**src/rtl/demux_pkg.sv**
```systemverilog
// Shared types and defaults for the registered 1:2 demultiplexer.
// Buffer occupancy states and select encodings live here.
package demux_pkg;

    localparam int WIDTH_DEF = 32;
    localparam int CNT_W_DEF = 8;

    typedef enum logic [1:0] {
        EMPTY = 2'd0,
        ONE   = 2'd1,
        FULL  = 2'd2
    } buf_state_t;

    localparam logic SEL_OUT0 = 1'b0;
    localparam logic SEL_OUT1 = 1'b1;

endpackage

```
**src/rtl/demux_out_buffer.sv**
```systemverilog
// Two-entry output buffer: holds words routed to one consumer, head first.
// Latency: a pushed word appears at head_data/valid one cycle after the push.
// Backpressure: full=1 blocks pushes; the upstream gates push with !full.
module demux_out_buffer
    import demux_pkg::*;
#(
    parameter int WIDTH = WIDTH_DEF
) (
    input  logic             clk,
    input  logic             reset,
    input  logic             push,
    input  logic [WIDTH-1:0] push_data,
    input  logic             pop,
    output logic             full,
    output logic             valid,
    output logic [WIDTH-1:0] head_data
);

    buf_state_t       state;
    buf_state_t       state_nxt;
    logic [WIDTH-1:0] head_q;
    logic [WIDTH-1:0] tail_q;
    logic             do_push;
    logic             do_pop;

    // A pop with nothing buffered and a push into a full buffer are both no-ops.
    assign do_push = push && (state != FULL);
    assign do_pop  = pop && (state != EMPTY);

    always_ff @(posedge clk or posedge reset) begin
        if (reset) begin
            state <= EMPTY;
        end else begin
            state <= state_nxt;
        end
    end

    always_comb begin
        state_nxt = state;
        case (state)
            EMPTY: if (do_push) state_nxt = ONE;
            ONE: begin
                if (do_push && !do_pop)      state_nxt = FULL;
                else if (do_pop && !do_push) state_nxt = EMPTY;
            end
            FULL:    if (do_pop) state_nxt = ONE;
            default: state_nxt = EMPTY;
        endcase
    end

    always_ff @(posedge clk or posedge reset) begin
        if (reset) begin
            head_q <= '0;
            tail_q <= '0;
        end else begin
            case (state)
                EMPTY: if (do_push) head_q <= push_data;
                ONE: begin
                    // Push and pop together: the new word replaces the departing head.
                    if (do_push && do_pop) head_q <= push_data;
                    else if (do_push)      tail_q <= push_data;
                end
                FULL:    if (do_pop) head_q <= tail_q;
                default: ;
            endcase
        end
    end

    assign full      = (state == FULL);
    assign valid     = (state != EMPTY);
    assign head_data = head_q;

endmodule

```
**src/rtl/demux2_32bit_reg.sv**
```systemverilog
// Registered 1:2 demux steering each accepted word to out0 or out1 by in_select.
// Latency: 1 cycle from accept to outN_valid; backpressure: in_ready is low
// only while the selected output's 2-entry buffer is full.
module demux2_32bit_reg
    import demux_pkg::*;
#(
    parameter int WIDTH = WIDTH_DEF,
    parameter int CNT_W = CNT_W_DEF
) (
    input  logic             clk,
    input  logic             reset,
    input  logic [WIDTH-1:0] in_data,
    input  logic             in_select,
    input  logic             in_valid,
    output logic             in_ready,
    output logic [WIDTH-1:0] out0_data,
    output logic             out0_valid,
    input  logic             out0_ready,
    output logic [WIDTH-1:0] out1_data,
    output logic             out1_valid,
    input  logic             out1_ready,
    output logic [CNT_W-1:0] out0_count,
    output logic [CNT_W-1:0] out1_count
);

    logic full0;
    logic full1;
    logic accept;
    logic push0;
    logic push1;

    assign in_ready = (in_select == SEL_OUT1) ? !full1 : !full0;
    assign accept   = in_valid && in_ready;
    assign push0    = accept && (in_select == SEL_OUT0);
    assign push1    = accept && (in_select == SEL_OUT1);

    demux_out_buffer #(.WIDTH(WIDTH)) u_buf0 (
        .clk       (clk),
        .reset     (reset),
        .push      (push0),
        .push_data (in_data),
        .pop       (out0_ready),
        .full      (full0),
        .valid     (out0_valid),
        .head_data (out0_data)
    );

    demux_out_buffer #(.WIDTH(WIDTH)) u_buf1 (
        .clk       (clk),
        .reset     (reset),
        .push      (push1),
        .push_data (in_data),
        .pop       (out1_ready),
        .full      (full1),
        .valid     (out1_valid),
        .head_data (out1_data)
    );

    always_ff @(posedge clk or posedge reset) begin
        if (reset) begin
            out0_count <= '0;
            out1_count <= '0;
        end else begin
            if (push0) out0_count <= out0_count + CNT_W'(1);
            if (push1) out1_count <= out1_count + CNT_W'(1);
        end
    end

endmodule

```
**config.mk**
```make
export PLATFORM = sky130hd
export DESIGN_NAME = demux2_32bit_reg
export DESIGN_NICKNAME = d
export VERILOG_FILES = /design/src/rtl/demux_pkg.sv /design/src/rtl/demux_out_buffer.sv /design/src/rtl/demux2_32bit_reg.sv
export SDC_FILE = /design/constraint.sdc
export NUM_CORES = 1
export LEC_CHECK = 0
export CORE_ASPECT_RATIO = 0.5
export CORE_MARGIN = 2
export CORE_UTILIZATION = 32
export DETAILED_ROUTE_END_ITERATION = 7
export HOLD_SLACK_MARGIN = 0.08
export PLACE_DENSITY_LB_ADDON = 0.25
export REMOVE_ABC_BUFFERS = 1
export SYNTH_ARGS = -nofsm -noshare
export SYNTH_HDL_FRONTEND = slang
export SYNTH_SLANG_ARGS = --single-unit
```
**constraint.sdc**
```tcl
create_clock -name clk -period 14.24 [get_ports clk]
set_input_delay 4.272 -clock clk [delete_from_list [all_inputs] [get_ports clk]]
set_output_delay 4.272 -clock clk [all_outputs]
set_load 0.03 [all_outputs]
```
==> flow_summary.ini, run 1 <==
[detailed_routing]
firstDrtPassIters = 6
vias = 4155
postRouteAntennaNets = 0
remaining_drc_errors = 0
wire_per_inst_um = 16.2
drtIter0Drc = 112
wirelength_mm = 14.5
drt-vias-per-instance = 4.63

[placement]
io_buffer_count = 120
dp_hpwl_mm = 9.08
gp_congestion = 0.740

[grt]
grt_util_met2_pct = 23.8
grt_usage_pct = 14.3
antenna_found_initial = 0
grt_max_degree = 83
gr-total-overflow = 0
grt_pass1_wl_mm = 23.7
grt_use_met3_pct = 3.20
gr-usage-met1_pct = 18.9
gr-max-usage-layer = met2
grt_pass1_vias = 4248

[hold_path]
min_path_type = reg -> reg
min_path_cells = 2

[floorplan]
die_h_um = 104
dieArea_mm2 = 0.0213
start_util_pct = 32.8
chipWidth_um = 204
coreArea_mm2 = 0.0195
io_pins = 121
row_count = 36

[clock_network]
hold_buffers = 0
clkLatencyLatePin_ns = 0.42
cts-root-buf = clkbuf_16
cts_max_level = 4
cts-resized-gates = 0
numCtsBuffers = 17
cts.reportedPaths.clkPinSlew_ns = 0.06
cts_tree = yes
clockBufferDepth = 2
post_cts_buffers = 0
cts_sinks = 148

[sta]
clock-skew-final_ns = 0.0163
rsz0062_at_grt = no
fin_crit_ns = 10.08
slew_headroom_pct = 20.0
hold_violations = 0
fmax_ghz = 0.0992
finalCritPeriodShare_pct = 70.8
final.setup.tns_ns = 0
whs_ns = 0.476
drv_slew = 0
tightest_slew_ns = 1.20
setup_viol = 0

[logic_synthesis]
synth_compound_area_share_pct = 6.05
yosysUniqueCellTypes = 37
synth_top_family_by_area = multiplexers
syn_area_mm2 = 0.00641
yosys.area_share.adder_pct = 0.390
yosysWarnings = 0
ys.flop_type = dfrtp_1
ys_ff_latch = 148
synth_enable_flop_cells = 0
synth-async-reset-ratio_pct = 100
yosysSeqAreaShare_pct = 57.7
synth-simple-area-share_pct = 7.65
syn_area_per_cell_um2 = 12.8
synth_xor_xnor_area_share_pct = 1.91
synthCells = 500
synthMuxAreaShare_pct = 23.6

[worst_setup_path]
reg2reg_setup_slack_ns = 11.50
required_ns = 9.97
setup.worst_path.start_class = input pin
end_kind = primary output
path_max_fanout = 7
ff2ff_path_depth = 5
crit_arrival_ns = 5.81
path_class = in -> out

[power_and_ir_drop]
p_leak_uw = 0.00368
vdd_drop_max_mv = 0.0758
p_total_uw = 1620
power_density_mw_per_mm2 = 192

[finish]
drive_above_1_share_pct = 17.4
syn_to_final_growth_pct = 31.8
diodes = 0
final_nets = 659
fill_cells = 1825

[run]
maxCapViolations = 0

[status]
status = completed
[state kept, by name, indices dropped and copies added (netlist names)]
name	flops
u_buf1.head_data	32
out0_count	8
out1_count	8
u_buf0.head_data	32
u_buf1.state	2
u_buf0.state	2
u_buf0.tail_q	32
u_buf1.tail_q	32
[cell type report]
class	instances	area, um2	area share, %
Tap cell	266	333	3.94
Clock buffer	19	443	5.24
Sequential cell	148	3700	43.8
Multi-Input combinational cell	323	2560	30.3
Inverter	2	12.5	0.148
Timing Repair Buffer	127	1250	14.8
Clock inverter	13	148	1.75
[cells by family (layout without fill, tap and decap cells)]
kind of cell / Yosys count / in the layout
xor+xnor: 14 / 14
compound gates: 72 / 72
mux: 132 / 132
fa+ha+maj: 2 / 2
flops: 148 / 148
buf+inv: 29 / 161
simple gates: 103 / 103
[cell usage in the layout (no fill, tap or decap), types with 7 or more instances in the layout]
cell	count
clkbuf_16	17
clkdlybuf4s50_1	120
nand2_1	43
xnor2_1	11
dfrtp_1	148
o21ai_0	31
buf_4	7
mux2_4	29
a21oi_1	34
mux2_2	32
nor2_1	33
mux2i_1	67
[Yosys cell counts, types with 3 or more instances]
| cell type | n | area, um2 |
|---|---|---|
| nor3_1 | 3 | 15.0 |
| nor2b_1 | 4 | 25.0 |
| a21oi_1 | 34 | 170 |
| dfrtp_1 | 148 | 3700 |
| mux2_2 | 32 | 360 |
| buf_4 | 3 | 22.5 |
| buf_2 | 18 | 90.1 |
| mux2_1 | 4 | 45.0 |
| o21ai_0 | 31 | 155 |
| nand3_1 | 3 | 15.0 |
| xnor2_1 | 11 | 96.3 |
| mux2_4 | 29 | 435 |
| nor2_1 | 33 | 124 |
| xor2_1 | 3 | 26.3 |
| mux2i_1 | 67 | 671 |
| nand2_1 | 43 | 161 |
| nand4_1 | 4 | 25.0 |
| o21ai_1 | 3 | 15.0 |
| buf_6 | 4 | 45.0 |
[power breakdown]
part | leakage (uW) | internal, uW | switching (uW)
Clock | 0.000288 | 265 | 185
Combinational | 0.00161 | 250 | 261
Sequential | 0.00178 | 566 | 92.0
[through the flow]
stage	setup WS, ns	area [um2]	utilization (%)	std cells
3_5_place_dp	4.15	7860	40.2	866
3_3_place_gp	4.16	7860	40.2	866
2_1_floorplan	5.15	6250	-	473
6_report	4.16	8450	43.2	898
5_1_grt	4.08	8450	43.2	898
4_1_cts	4.15	8450	43.2	898
[path summary, 6_finish.rpt]
kind / startpoint / endpoint
min: u_buf0.head_data[7] / u_buf0.head_data[7]
min in group asynchronous: reset / out0_count[7]
max in group asynchronous: reset / u_buf1.head_data[8]
max: in_select / in_ready
max reg2reg: u_buf0.state[1] / u_buf0.head_data[10]
min reg2reg: u_buf0.head_data[7] / u_buf0.head_data[7]
[metal layers]
metal | routed length [um] | share of wire [%]
met2 | 7210 | 50
met1 | 6840 | 47
met4 | 87 | 0.60
met5 | 0 | 0
met3 | 391 | 2.7
[worst max-delay path, stage by stage]
cell and delay, ns:
clkdlybuf4s50_1 0.64, nor2_1 0.08, a21oi_1 0.12, clkdlybuf4s50_1 0.69
No activity file was read; power rests on OpenSTA's default activity.
==> inputs of run 2 (changes only) <==
- clock period: 14.24 -> 10.15 ns (I/O delays scaled with it)
==> flow_summary.ini, run 2 (same netlist as run 1, synthesis figures left out) <==
[status]
status = completed

[clock_network]
cts_tree = yes
cts-root-buf = clkbuf_16
clkLatencyLatePin_ns = 0.41
cts_max_level = 4
cts_sinks = 148
post_cts_buffers = 0
hold_buffers = 0
numCtsBuffers = 17
cts.reportedPaths.clkPinSlew_ns = 0.05
clockBufferDepth = 2
cts-resized-gates = 0

[floorplan]
die_h_um = 104
io_pins = 121
start_util_pct = 32.8
dieArea_mm2 = 0.0213
coreArea_mm2 = 0.0195
row_count = 36
chipWidth_um = 204

[detailed_routing]
postRouteAntennaNets = 0
vias = 4177
drt-vias-per-instance = 4.66
wirelength_mm = 14.5
firstDrtPassIters = 4
remaining_drc_errors = 0
drtIter0Drc = 126
wire_per_inst_um = 16.1

[grt]
grt_pass1_vias = 4230
gr-total-overflow = 0
antenna_found_initial = 0
grt_pass1_wl_mm = 23.6
grt_max_degree = 81
grt_usage_pct = 14.2

[finish]
diodes = 0
layout_commonest_cell = dfrtp_1
register_area_mm2 = 0.00370
drive_above_1_share_pct = 17.4
multi_input_area_mm2 = 0.00256
final_nets = 659
fill_cells = 1845
syn_to_final_growth_pct = 33.2
final_area_mm2 = 0.00854
fin_util_pct = 43.7
mostFrequentLayoutCells = 148 x dfrtp_1, 120 x clkdlybuf4s50_1, 67 x mux2i_1

[worst_setup_path]
slowest_delay_ns = 0.69
reg2reg_setup_slack_ns = 7.41
crit_family = buffers and inverters
ff2ff_path_depth = 5
rr_endpoint = u_buf0.head_data[14]
required_ns = 7.11
worst_path_max_delay_cell = clkdlybuf4s50_1
path_max_fanout = 7
end_kind = primary output
path_cells = clkdlybuf4s50_1, nor2_1, a21oi_1, clkdlybuf4s50_1
rr_startpoint = u_buf0.state[1]
path_class = in -> out
crit_arrival_ns = 4.62
setup.worst_path.start_class = input pin
path_buf_inv = 2
cp_common_cell = clkdlybuf4s50_1

[sta]
fin_crit_ns = 7.66
clock-skew-final_ns = 0.00872
final.setup.tns_ns = 0
rsz0062_at_grt = no
hold_violations = 0
fmax_ghz = 0.131
drv_slew = 0
setup_viol = 0
finalCritPeriodShare_pct = 75.5
tightest_slew_ns = 1.17
slew_headroom_pct = 21.5

[placement]
place_area_mm2 = 0.00786
gp_congestion = 0.733
io_buffer_count = 120
dp_hpwl_mm = 9.18

[run]
maxCapViolations = 0

[hold_path]
hold_start = u_buf0.head_data[25]
min_path_type = reg -> reg
min_path_cells = 2
holdPathEnd = u_buf0.head_data[25]

[power_and_ir_drop]
p_total_uw = 2360
vdd_drop_max_mv = 0.112
p_leak_uw = 0.00372
power_density_mw_per_mm2 = 276
==> run 2: tightest hold or removal path: cells and delay by family (launching register included) <==
kind / cells / cell delay, ns
DFF: 1 / 0.34
AOI/OAI and AO/OA: 1 / 0.06
and+or+nand+nor: 1 / 0.04
==> run 2: through the flow <==
| stage | hold WS, ns | cells | setup slack, ns |
|---|---|---|---|
| 3_5_place_dp | 0.470 | 866 | 2.49 |
| 5_1_grt | 0.500 | 897 | 2.42 |
| 2_1_floorplan | 0.458 | 473 | 3.13 |
| 4_1_cts | 0.484 | 897 | 2.49 |
| 6_report | 0.477 | 897 | 2.49 |
| 3_3_place_gp | 0.460 | 866 | 2.52 |
==> run 2: cell type report <==
type / count / area share [%]
Multi-Input combinational cell: 323 / 30.0
Inverter: 2 / 0.146
Tap cell: 266 / 3.90
Clock inverter: 12 / 2.67
Sequential cell: 148 / 43.3
Clock buffer: 19 / 5.30
Timing Repair Buffer: 127 / 14.7
==> run 2: per-layer routing <==
| layer | share of wire (%) | routed length (um) | track usage, % |
|---|---|---|---|
| met1 | 48 | 6930 | 19.7 |
| met2 | 49 | 7150 | 22.5 |
| met3 | 2.4 | 350 | 3.16 |
| met4 | 0.34 | 49 | 3.57 |
| met5 | 0 | 0 | 0 |
==> run 2: worst max-delay path by stage <==
| stage | depth (start not counted) | end | startpoint |
|---|---|---|---|
| floorplan | 1 | out0_count[0] | reset |
| global placement | 4 | in_ready | in_select |
| detailed placement | 4 | in_ready | in_select |
| CTS | 4 | in_ready | in_select |
| global route | 4 | in_ready | in_select |
| finish | 4 | in_ready | in_select |
==> run 2: power by group <==
part	leakage [uW]	internal, uW	switching, uW
Sequential	0.00178	794	128
Combinational	0.00161	351	367
Clock	0.000329	474	247
